<file path="src/rtl/spi_log_serializer.sv">
// spi_log_serializer
// Buffers flash-read log records ({addr, len}) in a small FIFO and emits them
// as a byte stream to a serial sink. Each byte is followed by one gap cycle,
// and emission pauses while inhibit is high. Records that arrive while the
// FIFO is full are counted. The lost count is reported in-band as a drop
// record (FF FF FF n), which is inserted only between records.
//
// Ports:
//   clk             - single clock
//   reset           - synchronous, active-high
//   log_strobe      - one-cycle pulse with a new record on log_addr/log_len
//   log_addr        - 24-bit flash address of the logged read
//   log_len         - 8-bit byte count of the logged read
//   inhibit         - while high, no byte is emitted
//   uart_txd_ready  - sink can accept a byte
//   uart_txd        - byte to the sink (holds last value when strobe is low)
//   uart_txd_strobe - one-cycle pulse, uart_txd valid
//   dropped         - records lost to overflow since reset, saturating
//   level           - current FIFO occupancy (0..DEPTH)
module spi_log_serializer #(
    parameter int unsigned DEPTH   = 16,
    parameter int unsigned VERBOSE = 0
) (
    input  logic                     clk,
    input  logic                     reset,
    input  logic                     log_strobe,
    input  logic [23:0]              log_addr,
    input  logic [7:0]               log_len,
    input  logic                     inhibit,
    input  logic                     uart_txd_ready,
    output logic [7:0]               uart_txd,
    output logic                     uart_txd_strobe,
    output logic [15:0]              dropped,
    output logic [$clog2(DEPTH):0]   level
);

    localparam int unsigned AW = $clog2(DEPTH);
    localparam logic [AW:0] FullLevel = DEPTH[AW:0];

    typedef enum logic [1:0] {StIdle, StLoad, StSend, StGap} state_t;

    state_t        state_q, state_d;
    logic [31:0]   mem [DEPTH];
    logic [AW-1:0] wr_ptr_q, wr_ptr_d;
    logic [AW-1:0] rd_ptr_q, rd_ptr_d;
    logic [AW:0]   count_q, count_d;
    logic [7:0]    drop_pending_q, drop_pending_d;
    logic [15:0]   dropped_q, dropped_d;
    logic [63:0]   shift_q, shift_d;
    logic [3:0]    byte_cnt_q, byte_cnt_d;
    logic [7:0]    last_q, last_d;

    logic full, empty, push, pop, drop, load_drop, strobe;
    logic [31:0] rd_data;

    assign full    = (count_q == FullLevel);
    assign empty   = (count_q == '0);
    assign rd_data = mem[rd_ptr_q];

    // A drop record takes priority over stored data; it is only ever formed
    // in LOAD, i.e. between records.
    assign load_drop = (state_q == StLoad) && (drop_pending_q != 8'd0);
    assign pop       = (state_q == StLoad) && (drop_pending_q == 8'd0) && !empty;
    // Fullness is judged before the pop, but a same-cycle pop frees a slot.
    assign push      = log_strobe && (!full || pop);
    assign drop      = log_strobe && full && !pop;

    // FIFO bookkeeping and drop counters
    always_comb begin
        wr_ptr_d       = wr_ptr_q;
        rd_ptr_d       = rd_ptr_q;
        count_d        = count_q;
        dropped_d      = dropped_q;
        drop_pending_d = drop_pending_q;

        if (push) wr_ptr_d = wr_ptr_q + AW'(1);
        if (pop)  rd_ptr_d = rd_ptr_q + AW'(1);

        unique case ({push, pop})
            2'b10:   count_d = count_q + 1'b1;
            2'b01:   count_d = count_q - 1'b1;
            default: count_d = count_q;
        endcase

        if (drop && dropped_q != 16'hFFFF) dropped_d = dropped_q + 16'd1;

        // Clearing on a drop-record load still counts a drop seen that cycle.
        if (load_drop) begin
            drop_pending_d = drop ? 8'd1 : 8'd0;
        end else if (drop && drop_pending_q != 8'hFF) begin
            drop_pending_d = drop_pending_q + 8'd1;
        end
    end

    // Emission FSM
    always_comb begin
        state_d    = state_q;
        shift_d    = shift_q;
        byte_cnt_d = byte_cnt_q;
        last_d     = last_q;
        strobe     = 1'b0;

        unique case (state_q)
            StIdle: begin
                if (drop_pending_q != 8'd0 || !empty) state_d = StLoad;
            end
            StLoad: begin
                state_d = StSend;
                if (load_drop) begin
                    shift_d    = {24'hFF_FFFF, drop_pending_q, 32'h0};
                    byte_cnt_d = 4'd4;
                end else if (!empty) begin
                    if (VERBOSE != 0) begin
                        shift_d    = {32'h5245_4144, rd_data};
                        byte_cnt_d = 4'd8;
                    end else begin
                        shift_d    = {rd_data, 32'h0};
                        byte_cnt_d = 4'd4;
                    end
                end else begin
                    state_d = StIdle;
                end
            end
            StSend: begin
                if (uart_txd_ready && !inhibit) begin
                    strobe     = 1'b1;
                    last_d     = shift_q[63:56];
                    shift_d    = {shift_q[55:0], 8'h00};
                    byte_cnt_d = byte_cnt_q - 4'd1;
                    state_d    = StGap;
                end
            end
            StGap: begin
                state_d = (byte_cnt_q != 4'd0) ? StSend : StIdle;
            end
            default: state_d = StIdle;
        endcase
    end

    always_ff @(posedge clk) begin
        if (reset) begin
            state_q        <= StIdle;
            wr_ptr_q       <= '0;
            rd_ptr_q       <= '0;
            count_q        <= '0;
            dropped_q      <= '0;
            drop_pending_q <= '0;
            shift_q        <= '0;
            byte_cnt_q     <= '0;
            last_q         <= '0;
        end else begin
            state_q        <= state_d;
            wr_ptr_q       <= wr_ptr_d;
            rd_ptr_q       <= rd_ptr_d;
            count_q        <= count_d;
            dropped_q      <= dropped_d;
            drop_pending_q <= drop_pending_d;
            shift_q        <= shift_d;
            byte_cnt_q     <= byte_cnt_d;
            last_q         <= last_d;
        end
    end

    // Storage array carries no reset; occupancy is tracked by count_q.
    always_ff @(posedge clk) begin
        if (push) mem[wr_ptr_q] <= {log_addr, log_len};
    end

    // Strobe is combinational so the byte leaves in the SEND cycle itself.
    assign uart_txd_strobe = strobe;
    assign uart_txd        = strobe ? shift_q[63:56] : last_q;
    assign dropped         = dropped_q;
    assign level           = count_q;

endmodule
</file>
<file path="config.mk">
export PLATFORM = sky130hd
export DESIGN_NAME = spi_log_serializer
export DESIGN_NICKNAME = d
export VERILOG_FILES = /design/src/rtl/spi_log_serializer.sv
export SDC_FILE = /design/constraint.sdc
export NUM_CORES = 1
export LEC_CHECK = 0
export BUFFER_PORTS_ARGS = -buffer_cell sky130_fd_sc_hd__buf_4
export CORE_UTILIZATION = 30
export DETAILED_ROUTE_END_ITERATION = 10
export HOLD_SLACK_MARGIN = 0.06
export PLACE_DENSITY = 0.53
export SKIP_CTS_REPAIR_TIMING = 1
export SYNTH_ARGS = -nofsm -noshare
export SYNTH_HDL_FRONTEND = slang
export SYNTH_SLANG_ARGS = --single-unit
</file>
<file path="constraint.sdc">
create_clock -name clk -period 5.8 [get_ports clk]
set_input_delay 0 -clock clk [delete_from_list [all_inputs] [get_ports clk]]
set_output_delay 0 -clock clk [all_outputs]
set_load 0.01 [all_outputs]
</file>
# ---- Word-level counts from Yosys, hierarchy flattened
# Memory sizes are Yosys's and may differ from the RTL's. A register that Yosys moved wholly into a read port is not among the register bits.
# Cells that the tools add are included.
dict set report classes {
  reduce_logical 26
  eq_ne 11
  mux 25
  add_sub_neg 7
}
# cell count
set op_table {}
lappend op_table {{$mux 64} 3}
lappend op_table {{$pmux 64 s2} 1}
lappend op_table {{$mux 8} 3}
lappend op_table {{$mux 4} 5}
lappend op_table {{$add 16x1->16 const B} 1}
lappend op_table {{$ne 16x16->1 const B} 1}
lappend op_table {{$mux 2} 5}
lappend op_table {{$pmux 5 s2} 1}
lappend op_table {{$logic_and 1x1->1} 9}
lappend op_table {{$add 4x1->4 const B} 2}
lappend op_table {{$add 8x1->8 const B} 1}
lappend op_table {{$logic_not 8->1} 1}
lappend op_table {{$ne 8x8->1 const B} 1}
lappend op_table {{$pmux 2 s4} 1}
lappend op_table {{$pmux 4 s2} 1}
lappend op_table {{$reduce_bool 8->1} 1}
lappend op_table {{$eq 2x2->1 const B} 3}
lappend op_table {{$reduce_bool 2->1} 3}
lappend op_table {{$add 5x1->5 const B} 1}
lappend op_table {{$eq 5x5->1 const B} 1}
lappend op_table {{$logic_not 5->1} 1}
lappend op_table {{$mux 1} 5}
lappend op_table {{$sub 5x1->5 const B} 1}
lappend op_table {{$eq 2x1->1 const B} 2}
lappend op_table {{other kinds (9)} 15}
dict set report totals {
  ff_bits 115
  ram_bits 512
  inputBits 37
  memories 1
  word_cells 79
}
# name words width rd rd_ports_with_merged_regs write_ports line_no
set memory_table {}
lappend memory_table {mem 16 32 1 1 1 43} ;# logic [31:0] mem [DEPTH];

# ---- Depth between registers and ports, before layout
dict set report depth {
  ltp_word 8
  mapped_depth 14
}

# ---- Worst setup path before layout
# No wires, ideal clock.
dict set report synth_timing {
  path_type {register -> register}
  startpoint {reg drop_pending_q[0]}
  endpoint {mem mem[0][0], enable pin}
  arrival_time_ps 4176
  required_ps 5339
  setup_ps 461
  path_stages_with_launch 10
  setup_slack_ps 1162
  path_cell_list {dfxtp_1 -> inv_1 -> ha_1 -> or4b_1 -> clkbuf_1 -> o311ai_1 -> and2_0 -> clkbuf_1 -> nand2_1 -> nor3_1}
}
dict set report synth_via {
  elab_chain_cells 7
}
# item line_no
set synth_rtl {}
lappend synth_rtl {{start, declared} 47} ;# logic [7:0] drop_pending_q, drop_pending_d;
lappend synth_rtl {{start signal, assigned} 157} ;# drop_pending_q <= drop_pending_d;
lappend synth_rtl {{$logic_not 8->1} 63} ;# assign pop = (state_q == StLoad) && (drop_pending_q == 8'd0) && !empty;
lappend synth_rtl {{$logic_and 1x1->1 (2 in a row)} 63}
lappend synth_rtl {{$logic_or 1x1->1} 65} ;# assign push = log_strobe && (!full || pop);
lappend synth_rtl {{$logic_and 1x1->1} 65}
lappend synth_rtl {{$mux 1} 166} ;# if (push) mem[wr_ptr_q] <= {log_addr, log_len};
lappend synth_rtl {{$mux 1 (not written as such)} 166}
lappend synth_rtl {{end, declared} 43}
# Every way passes these cells.

# ---- Worst setup path after layout
dict set report layout_timing {
  startpoint {reg drop_pending_q[0]}
  endpoint {mem mem[13][20], enable pin}
}
# Same word-level chain as after synthesis.

==> reports/results.ini <==
[floorplan]
start_util_pct=30.5
die_area_sq_um=78800
ios=67
dieHeight_microns=281
std_cell_rows=101
core_sq_um=76300
die_x_microns=281

[pwr]
p_leak_nw=8.55
ir_drop_mv=0.187
switching_power_mw=2.41
seq_power_share_pct=48.3
switching_share_pct=23.5
pwr-share-comb_pct=11.2
powerDensity_nw_per_um2=372
clkPwrFrac_pct=40.5
p_int_mw=7.87
fin_total_pwr_mw=10.3

[cts]
numCtsBuffers=67
cts.sinks=599
clk_pin_slew_ns=0.06
root_buffer=clkbuf_16
clk_latency_ns=0.60
clockBufferDepth=3
cts_max_level=3
cts_tree=yes

[sta]
rsz0062_at_grt=no
relSlewSlack_pct=18.4
setup-violations-final=0
hold_viol=0
fin_skew_ns=0.0335
min_period_ns=3.93
worstMarginPinSlew_ns=1.22
fin_crit_sh_pct=67.8
setup_tns_ns=0
max_freq_ghz=0.254
slew_viol_final=0

[yosys]
ys_ff_latch=599
ys_warn_count=0
ys_async_sr_fraction_pct=0
netlist_instances=1265
yosysSeqAreaShare_pct=73.5
synth_cell_types=56
synth_edf_count=512
synthFlopType=edfxtp_1
synth_area_per_cell_sq_um=18.4
synth_fp_nets=1313
netlist_area_sq_um=23300

[placement]
placed_area_sq_um=25100
dpl.hpwl_microns=33500
port-buffer-count=66
routabilityCongestion=0.793

[critical_path]
start_kind=flop
rr_endpoint=mem[13][20]
r2r-start=drop_pending_q[0]
reg2reg_depth=7
r2r_slack_ns=1.87
crit_arrival_ns=4.11
cp_max_fo=32
worstPathRequired_ns=5.98
path_class=flop to flop
worstSetupEndpointType=flop

[run]
drv_cap=0

[route]
drcViolationCount=0
viasPerCell=4.90
wirelength_microns=53700
drt_iter0_drc=827
drt-pass1-iter-count=5
antenna_left=0
vias=12053
wl_per_cell_microns=21.8

[global_route]
track_usage_pct=13.9
antenna_found_initial=3
use_met1_pct=19.9
grt-ovfl-total=0
use_met3_pct=2.96
grt_max_degree=76
grt_pass1_vias=12193
grt_pass1_wl_microns=80700
busiest_layer=met2
met2_usage_pct=21.0

[status]
outcome=completed

[cells_and_area]
nets=1432
final_area_sq_um=27600
fillers=7108
layout-drive-gt1-share_pct=25.0
syn_to_final_growth_pct=18.6
antennaDiodeCount=0

[hold_path]
hold_path_class=input port to flop
holdPathEnd=byte_cnt_q[0]
hp-start=uart_txd_ready
whs_path_depth=5

-- layout make-up --
| type | instances | area (sq um) | area share (%) |
|---|---|---|---|
| flip-flops and latches | 599 | 17100 | 62.0 |
| clock buffers | 88 | 1880 | 6.82 |
| repair buffers | 123 | 1040 | 3.77 |
| multi-input cells | 581 | 5950 | 21.5 |
| inverters | 12 | 45.0 | 0.163 |
| well taps | 1030 | 1290 | 4.67 |
| clock inverters | 29 | 283 | 1.02 |
-- cell usage in the layout (no fill, tap or decap), drive strengths merged, types with 11 or more instances in the layout --
| master | instances |
|---|---|
| o21ai | 16 |
| clkbuf | 88 |
| or4 | 11 |
| dfxtp | 87 |
| buf | 86 |
| ha | 11 |
| nor4 | 31 |
| nor2b | 12 |
| a21oi | 39 |
| nor3 | 15 |
| edfxtp | 512 |
| nor2 | 119 |
| inv | 14 |
| mux2i | 27 |
| nand2 | 44 |
| mux4 | 143 |
| nand3 | 15 |
| dlygate4sd3 | 37 |
| clkinv | 22 |
-- power by group through the flow --
stage | clock network [mW] | registers [mW] | logic [mW]
after floorplan | 0 | 4.98 | 0.807
after global placement | 0 | 5.05 | 1.14
after detailed placement | 0 | 5.06 | 1.15
after CTS | 4.27 | 4.97 | 1.15
after global routing | 4.45 | 4.98 | 1.25
final | 4.17 | 4.96 | 1.15
-- flip-flops by register name (all words and copies together) (netlist names), named ones only --
| signal | count |
|---|---|
| drop_pending_q | 8 |
| level | 5 |
| byte_cnt_q | 4 |
| mem | 512 |
| last_q | 8 |
| wr_ptr_q | 4 |
| shift_q | 32 |
| state_q | 2 |
| rd_ptr_q | 4 |
| dropped | 16 |
-- metrics by stage --
step / setup WS [ns] / cells / hold slack [ns] / utilization (%)
after CTS: 1.79 / 2425 / -0.319 / 35.7
after global routing: 1.57 / 2462 / 0.157 / 36.2
after floorplan: 1.16 / 1265 / 0.0989 / -
after global placement: 1.92 / 2308 / 0.308 / 32.9
final: 1.87 / 2462 / 0.134 / 36.2
after detailed placement: 1.82 / 2308 / 0.322 / 32.9
-- synth_stat cells, drive strengths merged (4+ instances only) --
cell	instances	area share [%]
nand3	15	0.34
or3	6	0.16
or4	11	0.35
a2111oi	10	0.40
nand2	44	0.71
o2bb2ai	8	0.30
nand4	4	0.11
mux2	4	0.19
xnor2	5	0.19
o22ai	9	0.24
a21oi	39	0.84
o21ai	16	0.34
nor4	31	0.90
nor3	15	0.34
mux4	143	14
inv	12	0.19
o31ai	10	0.32
nor2b	12	0.32
ha	11	0.59
o41ai	4	0.18
clkbuf	49	0.79
mux2i	27	1.2
dfxtp	87	7.5
buf	24	0.48
nand2b	4	0.11
edfxtp	512	66
a211oi	4	0.13
nor2	119	1.9
xor2	6	0.23
-- how the worst max path moves through the flow --
stage / startpoint / endpoint / slack (ns)
floorplan: drop_pending_q[0] / mem[0][0] / 1.16
global placement: drop_pending_q[0] / mem[13][26] / 1.92
detailed placement: drop_pending_q[0] / mem[13][26] / 1.82
CTS: drop_pending_q[0] / mem[13][20] / 1.79
global route: drop_pending_q[0] / mem[13][20] / 1.57
finish: drop_pending_q[0] / mem[13][20] / 1.87
-- logic make-up (layout without fill, tap and decap cells) --
logic type	after synthesis	in the layout	synth area share, %
compound gates	109	109	3.10
xor+xnor	11	11	0.414
fa+ha+maj	11	11	0.591
flops	599	599	73.5
buf+inv	85	252	1.46
mux	174	174	15.2
simple gates	276	276	5.76
-- per-layer routing --
layer / part of all wire (%) / vias up / routed length (microns)
met2: 45 / 307 / 24300
met3: 5.6 / 91 / 3000
li1: - / 5351 / -
met1: 47 / 6304 / 25400
met4: 2.0 / 0 / 1080
met5: 0 / - / 0
-- worst max-delay path: stages (launching register included) --
cell and delay (ns):
dfxtp_1 0.34, inv_1 0.09, ha_1 0.16, or4b_1 0.59
o311ai_1 0.71, and2_0 0.37, nand2_1 0.27, nor2_4 0.97
No activity file was read; power rests on OpenSTA's default activity.
